===== src/rtl/arb_pkg.sv =====
// Shared definitions for the output-port arbiter: FSM state encoding and the
// grant-index width helper used by every file of the block.
package arb_pkg;

  // IDLE waits for a request, BUSY holds the packet lock.
  typedef enum logic {
    StIdle = 1'b0,
    StBusy = 1'b1
  } arb_state_e;

  // Width of a port index; never narrower than one bit so a single-port build still has a port.
  function automatic int unsigned grant_width(int unsigned n);
    int unsigned w;
    w = 1;
    if (n > 1) w = $clog2(n);
    return w;
  endfunction

endpackage


===== src/rtl/output_port_arbiter_if.sv =====
// Handshake bundle between the competing input ports, the downstream sink and the arbiter.
// The master side is the arbiter itself (it owns the grant); the slave side is the
// environment driving flits and downstream ready.
interface output_port_arbiter_if #(
  parameter int unsigned NUM_PORTS = 4,
  parameter int unsigned DATA_W    = 32
);
  import arb_pkg::*;

  localparam int unsigned GW = grant_width(NUM_PORTS);

  logic [NUM_PORTS-1:0]        in_valid;
  logic [NUM_PORTS*DATA_W-1:0] in_data;
  logic [NUM_PORTS-1:0]        in_last;
  logic [NUM_PORTS-1:0]        in_ready;
  logic                        out_valid;
  logic [DATA_W-1:0]           out_data;
  logic                        out_last;
  logic                        out_ready;
  logic [GW-1:0]               grant_id;
  logic                        busy;
  logic [15:0]                 pkt_count;

  modport master (
    input  in_valid, in_data, in_last, out_ready,
    output in_ready, out_valid, out_data, out_last, grant_id, busy, pkt_count
  );

  modport slave (
    output in_valid, in_data, in_last, out_ready,
    input  in_ready, out_valid, out_data, out_last, grant_id, busy, pkt_count
  );

endinterface


===== src/rtl/rr_select.sv =====
// Round-robin selector: owns the priority pointer, picks the first requesting port at or
// after the pointer (wrapping), and moves the pointer past a port whose packet completed.
module rr_select
  import arb_pkg::*;
#(
  parameter int unsigned NUM_PORTS = 4,
  localparam int unsigned GW = grant_width(NUM_PORTS)
) (
  input  logic                 clk,
  input  logic                 reset,
  input  logic [NUM_PORTS-1:0] req,
  input  logic                 done,
  input  logic [GW-1:0]        done_id,
  output logic [GW-1:0]        sel,
  output logic                 any_req
);

  logic [GW-1:0] ptr_q, ptr_d;

  // Scan from the highest offset down so the request closest to the pointer wins.
  always_comb begin
    logic [31:0] idx;
    idx     = '0;
    sel     = '0;
    any_req = 1'b0;
    for (int k = int'(NUM_PORTS) - 1; k >= 0; k--) begin
      idx = 32'(ptr_q) + 32'(k);
      if (idx >= NUM_PORTS) idx = idx - NUM_PORTS;
      if (req[GW'(idx)]) begin
        sel     = GW'(idx);
        any_req = 1'b1;
      end
    end
  end

  // Next pointer: one past the port that just finished, wrapping at NUM_PORTS.
  always_comb begin
    logic [31:0] nxt;
    nxt   = 32'(done_id) + 32'd1;
    ptr_d = ptr_q;
    if (done) ptr_d = (nxt >= NUM_PORTS) ? '0 : GW'(nxt);
  end

  // Pointer register; reset wins over a completing packet.
  always_ff @(posedge clk) begin
    if (reset) ptr_q <= '0;
    else       ptr_q <= ptr_d;
  end

endmodule


===== src/rtl/output_port_arbiter.sv =====
// Packet-locking output-port arbiter: grants one input at a time in round-robin order and
// holds the grant until that input's last flit is accepted downstream.
module output_port_arbiter
  import arb_pkg::*;
#(
  parameter int unsigned NUM_PORTS = 4,
  parameter int unsigned DATA_W    = 32
) (
  input  logic                  clk,
  input  logic                  reset,
  output_port_arbiter_if.master bus
);

  localparam int unsigned GW = grant_width(NUM_PORTS);

  arb_state_e           state_q;
  logic [GW-1:0]        grant_q;
  logic [15:0]          count_q;
  logic [GW-1:0]        sel;
  logic                 any_req;
  logic                 xfer_last;
  logic                 out_valid;
  logic                 out_last;
  logic [DATA_W-1:0]    out_data;
  logic [NUM_PORTS-1:0] in_ready;
  logic [DATA_W-1:0]    lane [NUM_PORTS];

  for (genvar i = 0; i < NUM_PORTS; i++) begin : g_lane
    assign lane[i] = bus.in_data[i*DATA_W +: DATA_W];
  end

  rr_select #(
    .NUM_PORTS(NUM_PORTS)
  ) u_rr_select (
    .clk    (clk),
    .reset  (reset),
    .req    (bus.in_valid),
    .done   (xfer_last),
    .done_id(grant_q),
    .sel    (sel),
    .any_req(any_req)
  );

  // While locked, the granted input is passed straight through; everything else is quiet.
  always_comb begin
    out_valid = 1'b0;
    out_data  = '0;
    out_last  = 1'b0;
    in_ready  = '0;
    if (state_q == StBusy) begin
      out_valid         = bus.in_valid[grant_q];
      out_data          = lane[grant_q];
      out_last          = bus.in_last[grant_q];
      in_ready[grant_q] = bus.out_ready;
    end
  end

  assign xfer_last = (state_q == StBusy) && out_valid && bus.out_ready && out_last;

  // Lock/release FSM with the registered grant and completed-packet counter.
  always_ff @(posedge clk) begin
    if (reset) begin
      state_q <= StIdle;
      grant_q <= '0;
      count_q <= '0;
    end else begin
      case (state_q)
        StIdle: begin
          if (any_req) begin
            grant_q <= sel;
            state_q <= StBusy;
          end
        end
        StBusy: begin
          if (xfer_last) begin
            state_q <= StIdle;
            count_q <= count_q + 16'd1;
          end
        end
        default: state_q <= StIdle;
      endcase
    end
  end

  assign bus.out_valid = out_valid;
  assign bus.out_data  = out_data;
  assign bus.out_last  = out_last;
  assign bus.in_ready  = in_ready;
  assign bus.grant_id  = grant_q;
  assign bus.busy      = (state_q == StBusy);
  assign bus.pkt_count = count_q;

endmodule


===== src/flat_wrapper.sv =====
// flat-port wrapper written by rule: the top's interface ports become plain ports
module output_port_arbiter_flat import arb_pkg::*;
#(
  parameter int unsigned NUM_PORTS = 4,
  parameter int unsigned DATA_W    = 32
)
  (clk, reset, bus_in_valid, bus_in_data, bus_in_last, bus_out_ready, bus_in_ready, bus_out_valid, bus_out_data, bus_out_last, bus_grant_id, bus_busy, bus_pkt_count);
  output_port_arbiter_if #(.NUM_PORTS(NUM_PORTS), .DATA_W(DATA_W)) bus_i ();
  input  logic clk;
  input  logic reset;
  input wire logic [$bits(bus_i.in_valid)-1:0] bus_in_valid;
  input wire logic [$bits(bus_i.in_data)-1:0] bus_in_data;
  input wire logic [$bits(bus_i.in_last)-1:0] bus_in_last;
  input wire logic [$bits(bus_i.out_ready)-1:0] bus_out_ready;
  output wire logic [$bits(bus_i.in_ready)-1:0] bus_in_ready;
  output wire logic [$bits(bus_i.out_valid)-1:0] bus_out_valid;
  output wire logic [$bits(bus_i.out_data)-1:0] bus_out_data;
  output wire logic [$bits(bus_i.out_last)-1:0] bus_out_last;
  output wire logic [$bits(bus_i.grant_id)-1:0] bus_grant_id;
  output wire logic [$bits(bus_i.busy)-1:0] bus_busy;
  output wire logic [$bits(bus_i.pkt_count)-1:0] bus_pkt_count;
  assign bus_i.in_valid = bus_in_valid;
  assign bus_i.in_data = bus_in_data;
  assign bus_i.in_last = bus_in_last;
  assign bus_i.out_ready = bus_out_ready;
  assign bus_in_ready = bus_i.in_ready;
  assign bus_out_valid = bus_i.out_valid;
  assign bus_out_data = bus_i.out_data;
  assign bus_out_last = bus_i.out_last;
  assign bus_grant_id = bus_i.grant_id;
  assign bus_busy = bus_i.busy;
  assign bus_pkt_count = bus_i.pkt_count;
  output_port_arbiter #(.NUM_PORTS(NUM_PORTS), .DATA_W(DATA_W)) u_core (.clk(clk), .reset(reset), .bus(bus_i));
endmodule

===== config.mk =====
export PLATFORM = sky130hd
export DESIGN_NAME = output_port_arbiter_flat
export DESIGN_NICKNAME = d
export VERILOG_FILES = /design/src/rtl/arb_pkg.sv /design/src/rtl/output_port_arbiter_if.sv /design/src/rtl/rr_select.sv /design/src/rtl/output_port_arbiter.sv /design/src/flat_wrapper.sv
export SDC_FILE = /design/constraint.sdc
export NUM_CORES = 1
export LEC_CHECK = 0
export ABC_AREA = 1
export CAP_MARGIN = 5
export CORE_MARGIN = 8
export CORE_UTILIZATION = 35
export DETAILED_ROUTE_END_ITERATION = 7
export PLACE_DENSITY = 0.93
export SLEW_MARGIN = 20
export SYNTH_ARGS = -nofsm -noshare
export SYNTH_HDL_FRONTEND = slang
export SYNTH_SLANG_ARGS = --single-unit

===== constraint.sdc =====
create_clock -name clk -period 2.3 [get_ports clk]
set_clock_uncertainty 0.1 [all_clocks]
set_input_delay 0.23 -clock clk [delete_from_list [all_inputs] [get_ports clk]]
set_output_delay 0.23 -clock clk [all_outputs]
set_load 0.02 [all_outputs]

==> results.sh <==
export IMPL_hold_viol_final=0
export IMPL_synthDistinctLibCells=29
export IMPL_outcome="complete, no violations"
export IMPL_vias=3885
export IMPL_required_ps=1970
export IMPL_postRouteAntennaNets=0
export IMPL_synth_seq_cells=21
export IMPL_wl_met1_um=5268
export IMPL_layout_common_cells="clkdlybuf4s50_1, nor2_1, o21ai_0, nand2_1, a21oi_1"
export IMPL_syn_to_final_growth_pct=81.66
export IMPL_grt_total_usage=0.2332
export IMPL_final_cells=759
export IMPL_rows=31
export IMPL_crit_chain="buf_6, nor2_1, nor2_1, o21ai_0, a21oi_1, dlygate4sd2_1"
export IMPL_pre_cts_ws_ps=124.6
export IMPL_die_h_um=102.1
export IMPL_setup_viol=0
export IMPL_cp_max_fo=24
export IMPL_postCtsSetupBuffers=0
export IMPL_antenna_found_initial=0
export IMPL_setup_tns_ps=0
export IMPL_drc=0
export IMPL_place_area_um2=4636
export IMPL_viasPerCell=5.119
export IMPL_cp_end_kind="output pin"
export IMPL_layout_nets=805
export IMPL_cellLeakagePower_nw=2.040
export IMPL_maxCapViolCount=0
export IMPL_finalCoreUtilization=0.6528
export IMPL_grt_ovfl_total=0
export IMPL_p_per_area_nw_per_um2=323.3
export IMPL_core_area_um2=7214
export IMPL_initialDrtViolationCount=170
export IMPL_crit_arrival_ps=1780
export IMPL_crit_path_max_incr_delay_ps=460
export IMPL_clk_pin_slew_ps=80
export IMPL_cts_buffers=3
export IMPL_die_area_um2=10420
export IMPL_route_met3_wl_um=1311
export IMPL_die_x_um=102.1
export IMPL_fin_area_um2=4710
export IMPL_diodes=0
export IMPL_cts_tree="built"
export IMPL_avgSynthCellArea_um2=5.435
export IMPL_hold_class="flip-flop to flip-flop"
export IMPL_ys_warn_count=0
export IMPL_io_buffers=195
export IMPL_path_common_cell="nor2_1"
export IMPL_finalWeightedCongestion=1.049
export IMPL_clk_latency_ps=270
export IMPL_relSlewSlack=0.7280
export IMPL_synth_async_reset_ratio=0
export IMPL_ir_drop_v=0.0002402
export IMPL_cp_slowest_cell="dfxtp_4"
export IMPL_synthCells=477
export IMPL_dr_pass1_iters=5
export IMPL_grt_max_degree=70
export IMPL_netlist_area_um2=2592
export IMPL_clock_path_buffers=2
export IMPL_finalWorstSetupSlack_ps=188.1
export IMPL_placedCellCount=754
export IMPL_grt_pass1_vias=3630
export IMPL_clock_sinks=21
export IMPL_layout_commonest_cell="clkdlybuf4s50_1"
export IMPL_timing_worst_setup_path_type="flip-flop to output pin"
export IMPL_start_util=0.3593
export IMPL_top_layer_used="met4"
export IMPL_fin_crit_sh=0.9182
export IMPL_hpwl_um=10640
export IMPL_htree_levels=1
export IMPL_num_io_pins=196
export IMPL_wl_met2_um=6534
export IMPL_clock_fmax_mhz=473.5
export IMPL_synth_nets=621
export IMPL_tightest_slew_ps=407.4
export IMPL_wl_per_cell_um=17.84
export IMPL_rsz0062_at_grt="false"
export IMPL_worst_hold_slack_ps=421.4
export IMPL_clock_root_buffer="clkbuf_8"
export IMPL_routed_wl_um=13540
export IMPL_seq_area_frac_synth=0.1622
export IMPL_grt_pass1_wl_um=19360
export IMPL_cp_start_kind="flip-flop"
export IMPL_finalCriticalPeriod_ps=2112
export IMPL_p_total_mw=1.523
export IMPL_synth_edff_count=0
export IMPL_drive_above_1_share=0.06364
export IMPL_slew_viol_final=0
export IMPL_synth_main_ff_cell="dfxtp_1"
-- layout make-up --
class | count | area [µm²]
Timing Repair Buffer | 207 | 2072
Sequential cell | 21 | 424.2
Timing Repair inverter | 1 | 8.758
Inverter | 33 | 138.9
Clock buffer | 4 | 45.04
Multi-Input combinational cell | 394 | 1897
Fill cell | 659 | 2505
Tap cell | 99 | 123.9
-- cells in the mapped netlist (3+ instances only) --
library cell	n	area, µm²
a21oi_1	42	210.2
a21oi_2	12	105.1
buf_1	3	11.26
buf_2	8	40.04
buf_6	4	45.04
clkbuf_1	14	52.55
dfxtp_1	21	420.4
ha_1	5	62.56
inv_1	28	105.1
nand2_1	64	240.2
nand3_1	17	85.08
nand3_2	3	30.03
nor2_1	149	559.3
nor3_1	8	40.04
o21ai_0	65	325.3
o21ai_1	10	50.05
xor2_1	6	52.55
-- sequential cells by signal, indices dropped and copies added, names as in the netlist --
| signal | flops |
|---|---|
| u_core.bus.pkt_count | 16 |
| u_core.bus.busy | 1 |
| u_core.u_rr_select.ptr_q | 2 |
| u_core.bus.grant_id | 2 |
-- logic make-up (layout without fill, tap and decap cells) --
logic type,count (synthesis),after routing,share of synthesized area
xor gates and xnor gates,8,8,0.02703
AOI/OAI and AO/OA,131,131,0.2722
and+or+nand+nor,250,250,0.4083
adders and majority gates,5,5,0.02413
DFF,21,21,0.1622
buffers and inverters,62,245,0.1062
-- power by group --
group          internal [mW]  total (mW)  switching, mW
sequential             0.370       0.387         0.0168
combinational          0.436       0.889          0.453
clock                  0.124       0.246          0.123
total                  0.930        1.52          0.593
-- routing by layer --
layer / global-route usage / up-vias
met3: 0.05995 / 25
li1: - / 1915
met1: 0.2715 / 1758
met4: 0.08014 / 0
met2: 0.4028 / 187
met5: 0 / -
-- repair_timing --
item                       in CTS  in global routing
gates resized for setup        33                 14
setup endpoints to repair      38                 10
hold buffers                    0                  0
cloned                          0                  1
-- critical path: cells and delay by family (launching register included) --
kind / cells / cell delay (ps)
buffers and inverters: 2 / 660
AO/OA/AOI/OAI: 2 / 230
AND/OR/NAND/NOR: 2 / 160
flip-flops: 1 / 460
-- final timing paths --
| kind | from | to | slack [ps] | cells after the start |
|---|---|---|---|---|
| worst max-delay path | u_core.bus.grant_id[0]$_SDFFE_PP0P_ | bus_out_data[2] | 190 | 6 |
| worst min-delay path | u_core.bus.pkt_count[9]$_SDFFE_PP0P_ | u_core.bus.pkt_count[9]$_SDFFE_PP0P_ | 420 | 2 |
| worst max register to register | u_core.bus.grant_id[0]$_SDFFE_PP0P_ | u_core.bus.pkt_count[7]$_SDFFE_PP0P_ | 460 | 9 |
| worst min register to register | u_core.bus.pkt_count[9]$_SDFFE_PP0P_ | u_core.bus.pkt_count[9]$_SDFFE_PP0P_ | 420 | 2 |
Power figures use the tool's default switching activity.
